### src/rtl/can_fifo_ctrl.sv
// First-word-fall-through FIFO for CAN frame records with occupancy count, watermarks and flush.
// Optional saturating dropped-write counter on o_drop_cnt when CAN_FIFO_DROP_CNT_EN is defined.
module can_fifo_ctrl #(
    parameter int DATA_WIDTH    = 128,
    parameter int MEM_DEPTH     = 4,
    parameter int AFULL_THRESH  = MEM_DEPTH - 1,
    parameter int AEMPTY_THRESH = 1,
    parameter int ERR_CNT_WIDTH = 8
) (
    input  logic                           i_sys_clk,
    input  logic                           i_reset_n,
    input  logic                           i_flush,
    input  logic                           i_w_en,
    input  logic [DATA_WIDTH-1:0]          i_fifo_w_data,
    input  logic                           i_r_en,
    output logic [DATA_WIDTH-1:0]          o_fifo_r_data,
    output logic                           o_full,
    output logic                           o_empty,
    output logic                           o_almost_full,
    output logic                           o_almost_empty,
    output logic [$clog2(MEM_DEPTH+1)-1:0] o_count,
    output logic                           o_overflow,
`ifdef CAN_FIFO_DROP_CNT_EN
    output logic [ERR_CNT_WIDTH-1:0]       o_drop_cnt,
`endif
    output logic                           o_underflow
);

    localparam int CNT_W = $clog2(MEM_DEPTH + 1);
    localparam int PTR_W = $clog2(MEM_DEPTH);

    generate
        if (MEM_DEPTH < 2 || MEM_DEPTH > 256) begin : g_bad_depth
            $error("can_fifo_ctrl: MEM_DEPTH %0d outside 2..256", MEM_DEPTH);
        end
        if (AFULL_THRESH < 1 || AFULL_THRESH > MEM_DEPTH) begin : g_bad_afull
            $error("can_fifo_ctrl: AFULL_THRESH %0d outside 1..MEM_DEPTH", AFULL_THRESH);
        end
        if (AEMPTY_THRESH < 0 || AEMPTY_THRESH > MEM_DEPTH - 1) begin : g_bad_aempty
            $error("can_fifo_ctrl: AEMPTY_THRESH %0d outside 0..MEM_DEPTH-1", AEMPTY_THRESH);
        end
    endgenerate

    // Explicit wrap so non-power-of-two depths index only valid entries
    function automatic logic [PTR_W-1:0] ptr_inc(input logic [PTR_W-1:0] p);
        logic [PTR_W-1:0] n;
        if (p == PTR_W'(MEM_DEPTH - 1)) begin
            n = {PTR_W{1'b0}};
        end else begin
            n = p + PTR_W'(1);
        end
        return n;
    endfunction

    logic [DATA_WIDTH-1:0] r_mem [MEM_DEPTH];
    logic [PTR_W-1:0]      r_w_ptr;
    logic [PTR_W-1:0]      r_r_ptr;
    logic [CNT_W-1:0]      r_count;
    logic                  r_overflow;
    logic                  r_underflow;

    logic                  w_full;
    logic                  w_empty;
    logic                  w_wr_ok;
    logic                  w_rd_ok;
    logic                  w_wr_accept;
    logic                  w_rd_accept;
    logic                  w_wr_reject;
    logic                  w_rd_reject;
    logic [PTR_W-1:0]      w_w_ptr_nxt;
    logic [PTR_W-1:0]      w_r_ptr_nxt;
    logic [CNT_W-1:0]      w_count_nxt;

    assign w_full  = (r_count == CNT_W'(MEM_DEPTH));
    assign w_empty = (r_count == {CNT_W{1'b0}});

    // A read frees the slot the concurrent write needs, so full with read still accepts the write
    assign w_wr_ok     = i_w_en && (!w_full || i_r_en);
    assign w_rd_ok     = i_r_en && !w_empty;
    assign w_wr_accept = w_wr_ok && !i_flush;
    assign w_rd_accept = w_rd_ok && !i_flush;
    assign w_wr_reject = i_w_en && !w_wr_ok && !i_flush;
    assign w_rd_reject = i_r_en && !w_rd_ok && !i_flush;

    // Next-state for pointers and occupancy count
    always_comb begin
        w_w_ptr_nxt = r_w_ptr;
        w_r_ptr_nxt = r_r_ptr;
        w_count_nxt = r_count;
        if (i_flush) begin
            w_w_ptr_nxt = {PTR_W{1'b0}};
            w_r_ptr_nxt = {PTR_W{1'b0}};
            w_count_nxt = {CNT_W{1'b0}};
        end else begin
            if (w_wr_accept) begin
                w_w_ptr_nxt = ptr_inc(r_w_ptr);
            end else begin
                w_w_ptr_nxt = r_w_ptr;
            end
            if (w_rd_accept) begin
                w_r_ptr_nxt = ptr_inc(r_r_ptr);
            end else begin
                w_r_ptr_nxt = r_r_ptr;
            end
            case ({w_wr_accept, w_rd_accept})
                2'b10:   w_count_nxt = r_count + CNT_W'(1);
                2'b01:   w_count_nxt = r_count - CNT_W'(1);
                default: w_count_nxt = r_count;
            endcase
        end
    end

    // Pointer, count and error-pulse registers
    always_ff @(posedge i_sys_clk or negedge i_reset_n) begin
        if (!i_reset_n) begin
            r_w_ptr     <= {PTR_W{1'b0}};
            r_r_ptr     <= {PTR_W{1'b0}};
            r_count     <= {CNT_W{1'b0}};
            r_overflow  <= 1'b0;
            r_underflow <= 1'b0;
        end else begin
            r_w_ptr     <= w_w_ptr_nxt;
            r_r_ptr     <= w_r_ptr_nxt;
            r_count     <= w_count_nxt;
            r_overflow  <= w_wr_reject;
            r_underflow <= w_rd_reject;
        end
    end

    // Storage array; cleared only by reset, flush leaves contents in place
    always_ff @(posedge i_sys_clk or negedge i_reset_n) begin
        if (!i_reset_n) begin
            for (int i = 0; i < MEM_DEPTH; i++) begin
                r_mem[i] <= {DATA_WIDTH{1'b0}};
            end
        end else if (w_wr_accept) begin
            r_mem[r_w_ptr] <= i_fifo_w_data;
        end
    end

`ifdef CAN_FIFO_DROP_CNT_EN
    logic [ERR_CNT_WIDTH-1:0] r_drop_cnt;

    // Saturating tally of rejected writes; flush takes priority
    always_ff @(posedge i_sys_clk or negedge i_reset_n) begin
        if (!i_reset_n) begin
            r_drop_cnt <= {ERR_CNT_WIDTH{1'b0}};
        end else if (i_flush) begin
            r_drop_cnt <= {ERR_CNT_WIDTH{1'b0}};
        end else if (w_wr_reject && (r_drop_cnt != {ERR_CNT_WIDTH{1'b1}})) begin
            r_drop_cnt <= r_drop_cnt + ERR_CNT_WIDTH'(1);
        end
    end

    assign o_drop_cnt = r_drop_cnt;
`endif

    assign o_fifo_r_data  = r_mem[r_r_ptr];
    assign o_full         = w_full;
    assign o_empty        = w_empty;
    assign o_almost_full  = (r_count >= CNT_W'(AFULL_THRESH));
    assign o_almost_empty = (r_count <= CNT_W'(AEMPTY_THRESH));
    assign o_count        = r_count;
    assign o_overflow     = r_overflow;
    assign o_underflow    = r_underflow;

endmodule

### config.mk
export PLATFORM = sky130hd
export DESIGN_NAME = can_fifo_ctrl
export DESIGN_NICKNAME = d
export VERILOG_FILES = /design/src/rtl/can_fifo_ctrl.sv
export SDC_FILE = /design/constraint.sdc
export NUM_CORES = 1
export LEC_CHECK = 0
export BUFFER_PORTS_ARGS = -buffer_cell sky130_fd_sc_hd__buf_2
export CORE_ASPECT_RATIO = 0.6
export CORE_MARGIN = 2
export CORE_UTILIZATION = 34
export CTS_BUF_LIST = sky130_fd_sc_hd__clkbuf_2
export CTS_CLUSTER_DIAMETER = 40
export DETAILED_ROUTE_END_ITERATION = 10
export GPL_ROUTABILITY_DRIVEN = 0
export PLACE_DENSITY = 0.6
export SLEW_MARGIN = 10
export SYNTH_ARGS = -nofsm -noshare
export SYNTH_HDL_FRONTEND = slang
export SYNTH_SLANG_ARGS = --single-unit
### constraint.sdc
create_clock -name i_sys_clk -period 2.3 [get_ports i_sys_clk]
set_clock_uncertainty 0.05 [all_clocks]
set_input_delay 0.23 -clock i_sys_clk [delete_from_list [all_inputs] [get_ports i_sys_clk]]
set_output_delay 0.23 -clock i_sys_clk [all_outputs]
set_load 0.05 [all_outputs]
==> flow_summary.yaml <==
sta:
  period_minus_slack_ns: 2.99
  fin_tns_setup_ns: -80.97
  setup_violations: 132
  relSlewSlack_pct: 57.9
  finalMaxSlewViolations: 0
  finalCritPeriodShare_pct: 130
  rsz0062_at_grt: "true"
  max_freq_mhz: 334
  hold_viol: 0
  tightest_slew_ns: 0.632
  setup_slack_ns: -0.695
power:
  peakVddDrop_v: 0.000793
  power_frac_seq_pct: 35.8
  leakage_nw: 14.5
  p_int_mw: 24.6
  pwr-share-comb_pct: 48.9
  pwr-share-clk_pct: 15.3
  p_sw_share_pct: 38.7
  power_density_mw_per_mm2: 1270
  p_sw_mw: 15.6
  totalPowerFinal_mw: 40.2
synth:
  synth_seq_area_share_pct: 57.0
  syn-mean-instance-area_um2: 17.5
  synth_cell_types: 29
  ys_ff_latch: 521
  ys.warnings.count: 0
  syn_nets: 1451
  netlist_area_mm2: 0.0229
  synthCells: 1308
drt:
  ant_nets: 0
  via_per_inst: 4.79
  first_iter_violations: 610
  route.detailed.drc: 0
  dr.pass1.iters: 7
  drt-total-wl_um: 60300
  num_vias: 14500
  drt-wirelength-per-cell_um: 19.9
clock_network:
  clockBufferDepth: 3
  cts_inserted_buffers: 130
  clk_pin_slew_ns: 0.11
  cts-root-buf: "clkbuf_2"
  h-tree-depth: 4
  cts_sinks: 521
  cts_tree: "built"
  worstSkewPairLatency_ns: 1.12
grt:
  grt_pass1_vias: 16200
  gr-total-overflow: 0
  grt_max_degree: 90
  antenna_found_initial: 9
  grt_pass1_wl_um: 90800
  grt_usage_pct: 16.8
final_layout:
  stdcell_area_mm2: 0.0318
  area_delta_synth_final_pct: 38.9
  mostFrequentLayoutCell: "dfrtp_1"
  fillCellCount: 5669
  final_net_count: 2187
  mostFrequentLayoutCells: "517 x dfrtp_1, 510 x mux2_2, 266 x dlygate4sd3_1, 184 x clkbuf_2, 133 x buf_2"
  drive_above_1_share_pct: 60.6
  multiInputGateArea_mm2: 0.00917
  fin_util_pct: 47.8
  seq_area_mm2: 0.0130
setup_path:
  r2r_cells: 9
  rr_endpoint: "r_mem[148]"
  r2r_start: "o_count[1]"
  critical_path.max_stage_delay_ns: 0.56
  crit_family: "multiplexers"
  crit_path_max_fanout: 10
  start_kind: "register"
  worst_setup_path_end_kind: "output pin"
  arrival_ns: 2.71
  worstPathRequired_ns: 2.02
  path_buf_inv: 3
  crit_chain: "buf_12 -> buf_16 -> mux4_2 -> buf_6"
  rrSetupSlack_ns: 0.03
  slowest_stage: "mux4_2"
  criticalPathCategory: "reg2out"
min_path:
  holdCritPathClass: "in2async"
floorplanning:
  die_w_um: 339
  ios: 270
  dieArea_mm2: 0.0694
  core_mm2: 0.0664
  rows: 73
  start_util_pct: 34.4
  die_y_um: 205
status:
  violations: "setup timing"
  status: "finished, violations left"
job:
  max_cap_viol_count: 0
placement:
  portBuffers: 269
  dpl.hpwl_um: 36000
  place_area_mm2: 0.0259
==> state kept, by name, summed over array words and instances (netlist names) <==
signal / flops
r_mem: 512
o_underflow: 1
r_w_ptr: 2
r_r_ptr: 2
o_count: 3
o_overflow: 1
==> worst max path at each step <==
stage                                     to        from  slack, ns  depth (start not counted)
after floorplan                   o_count[1]  o_count[0]       0.08                          7
after global placement            r_mem[406]  o_count[1]       0.08                          8
after detailed placement          r_mem[403]  o_count[1]       0.05                          8
after CTS                  o_fifo_r_data[56]  r_r_ptr[0]      -0.95                          5
after global routing       o_fifo_r_data[95]  r_r_ptr[0]      -0.94                          4
final                     o_fifo_r_data[108]  r_r_ptr[0]      -0.69                          4
==> cell families after synthesis <==
logic type | synth area share [%]
DFF | 57.0
and+or+nand+nor | 0.657
adders and majority gates | 0.547
buffers and inverters | 3.50
AOI/OAI and AO/OA | 0.317
xor gates and xnor gates | 0.153
muxes | 37.8
==> synth_stat cells <==
| master | instances | area (um^2) |
|---|---|---|
| dfrtp_1 | 521 | 13000 |
| mux2_2 | 512 | 5770 |
| mux4_2 | 128 | 2880 |
| buf_6 | 57 | 642 |
| buf_2 | 13 | 65.1 |
| clkbuf_1 | 12 | 45.0 |
| nand2_1 | 11 | 41.3 |
| ha_1 | 10 | 125 |
| inv_1 | 6 | 22.5 |
| nor2_1 | 6 | 22.5 |
| a21oi_1 | 5 | 25.0 |
| buf_1 | 5 | 18.8 |
| xnor2_1 | 3 | 26.3 |
| nand2b_1 | 2 | 12.5 |
| nand3_1 | 2 | 10.0 |
| or3_1 | 2 | 12.5 |
| a211oi_1 | 1 | 7.51 |
| a221oi_4 | 1 | 26.3 |
| and2_1 | 1 | 6.26 |
| and3b_1 | 1 | 8.76 |
| buf_4 | 1 | 7.51 |
| nand3b_1 | 1 | 7.51 |
| nor2b_1 | 1 | 6.26 |
| nor3_1 | 1 | 5.00 |
| nor3b_1 | 1 | 7.51 |
| o21ai_0 | 1 | 5.00 |
| o311ai_1 | 1 | 8.76 |
| or4b_1 | 1 | 10.0 |
| xor2_1 | 1 | 8.76 |
==> stage by stage <==
stage / setup WS [ns] / cells / hold WS, ns
after detailed placement: 0.0529 / 2474 / 0.178
after floorplan: 0.0800 / 1308 / -0.116
after global placement: 0.0767 / 2474 / 0.179
final: -0.695 / 3024 / 0.278
after CTS: -0.953 / 2974 / 0.0751
after global routing: -0.937 / 3023 / 0.121
==> layout make-up <==
| cell class | count | share of cell area, % |
|---|---|---|
| Sequential cell | 521 | 41.1 |
| Inverter | 6 | 0.0906 |
| Antenna cell | 7 | 0.0551 |
| Tap cell | 900 | 3.55 |
| Clock inverter | 21 | 0.528 |
| Multi-Input combinational cell | 693 | 28.9 |
| Timing Repair Buffer | 692 | 22.9 |
| Clock buffer | 184 | 2.90 |
==> power by group through the flow <==
stage / sequential [mW] / clock [mW] / combinational, mW
2_1_floorplan: 13.9 / 0 / 12.3
3_3_place_gp: 14.3 / 0 / 15.7
3_5_place_dp: 14.5 / 0 / 15.9
4_1_cts: 14.3 / 6.51 / 19.3
5_1_grt: 14.8 / 7.00 / 20.6
6_report: 14.4 / 6.17 / 19.6
==> tightest hold or removal path, delay by kind of cell <==
kind	cells	cell delay, ns
buffers and inverters	4	1.58
==> timing repair <==
item	4_1_cts	5_1_grt
endpoints found under the setup margin	252	424
gates resized for setup	306	37
hold endpoints to repair	1042	0
hold buffers	267	0
buffers inserted	24	30
cloned	4	19
pin swaps	4	11
==> metal layers <==
layer	track usage (%)	part of all wire (%)	up-vias
met5	0	0.068	-
met4	4.86	1.9	6
met3	5.53	5.1	97
met2	27.4	48	305
met1	21.5	45	7628
li1	-	-	6447
Note: power is estimated with default switching activity, not from simulation.
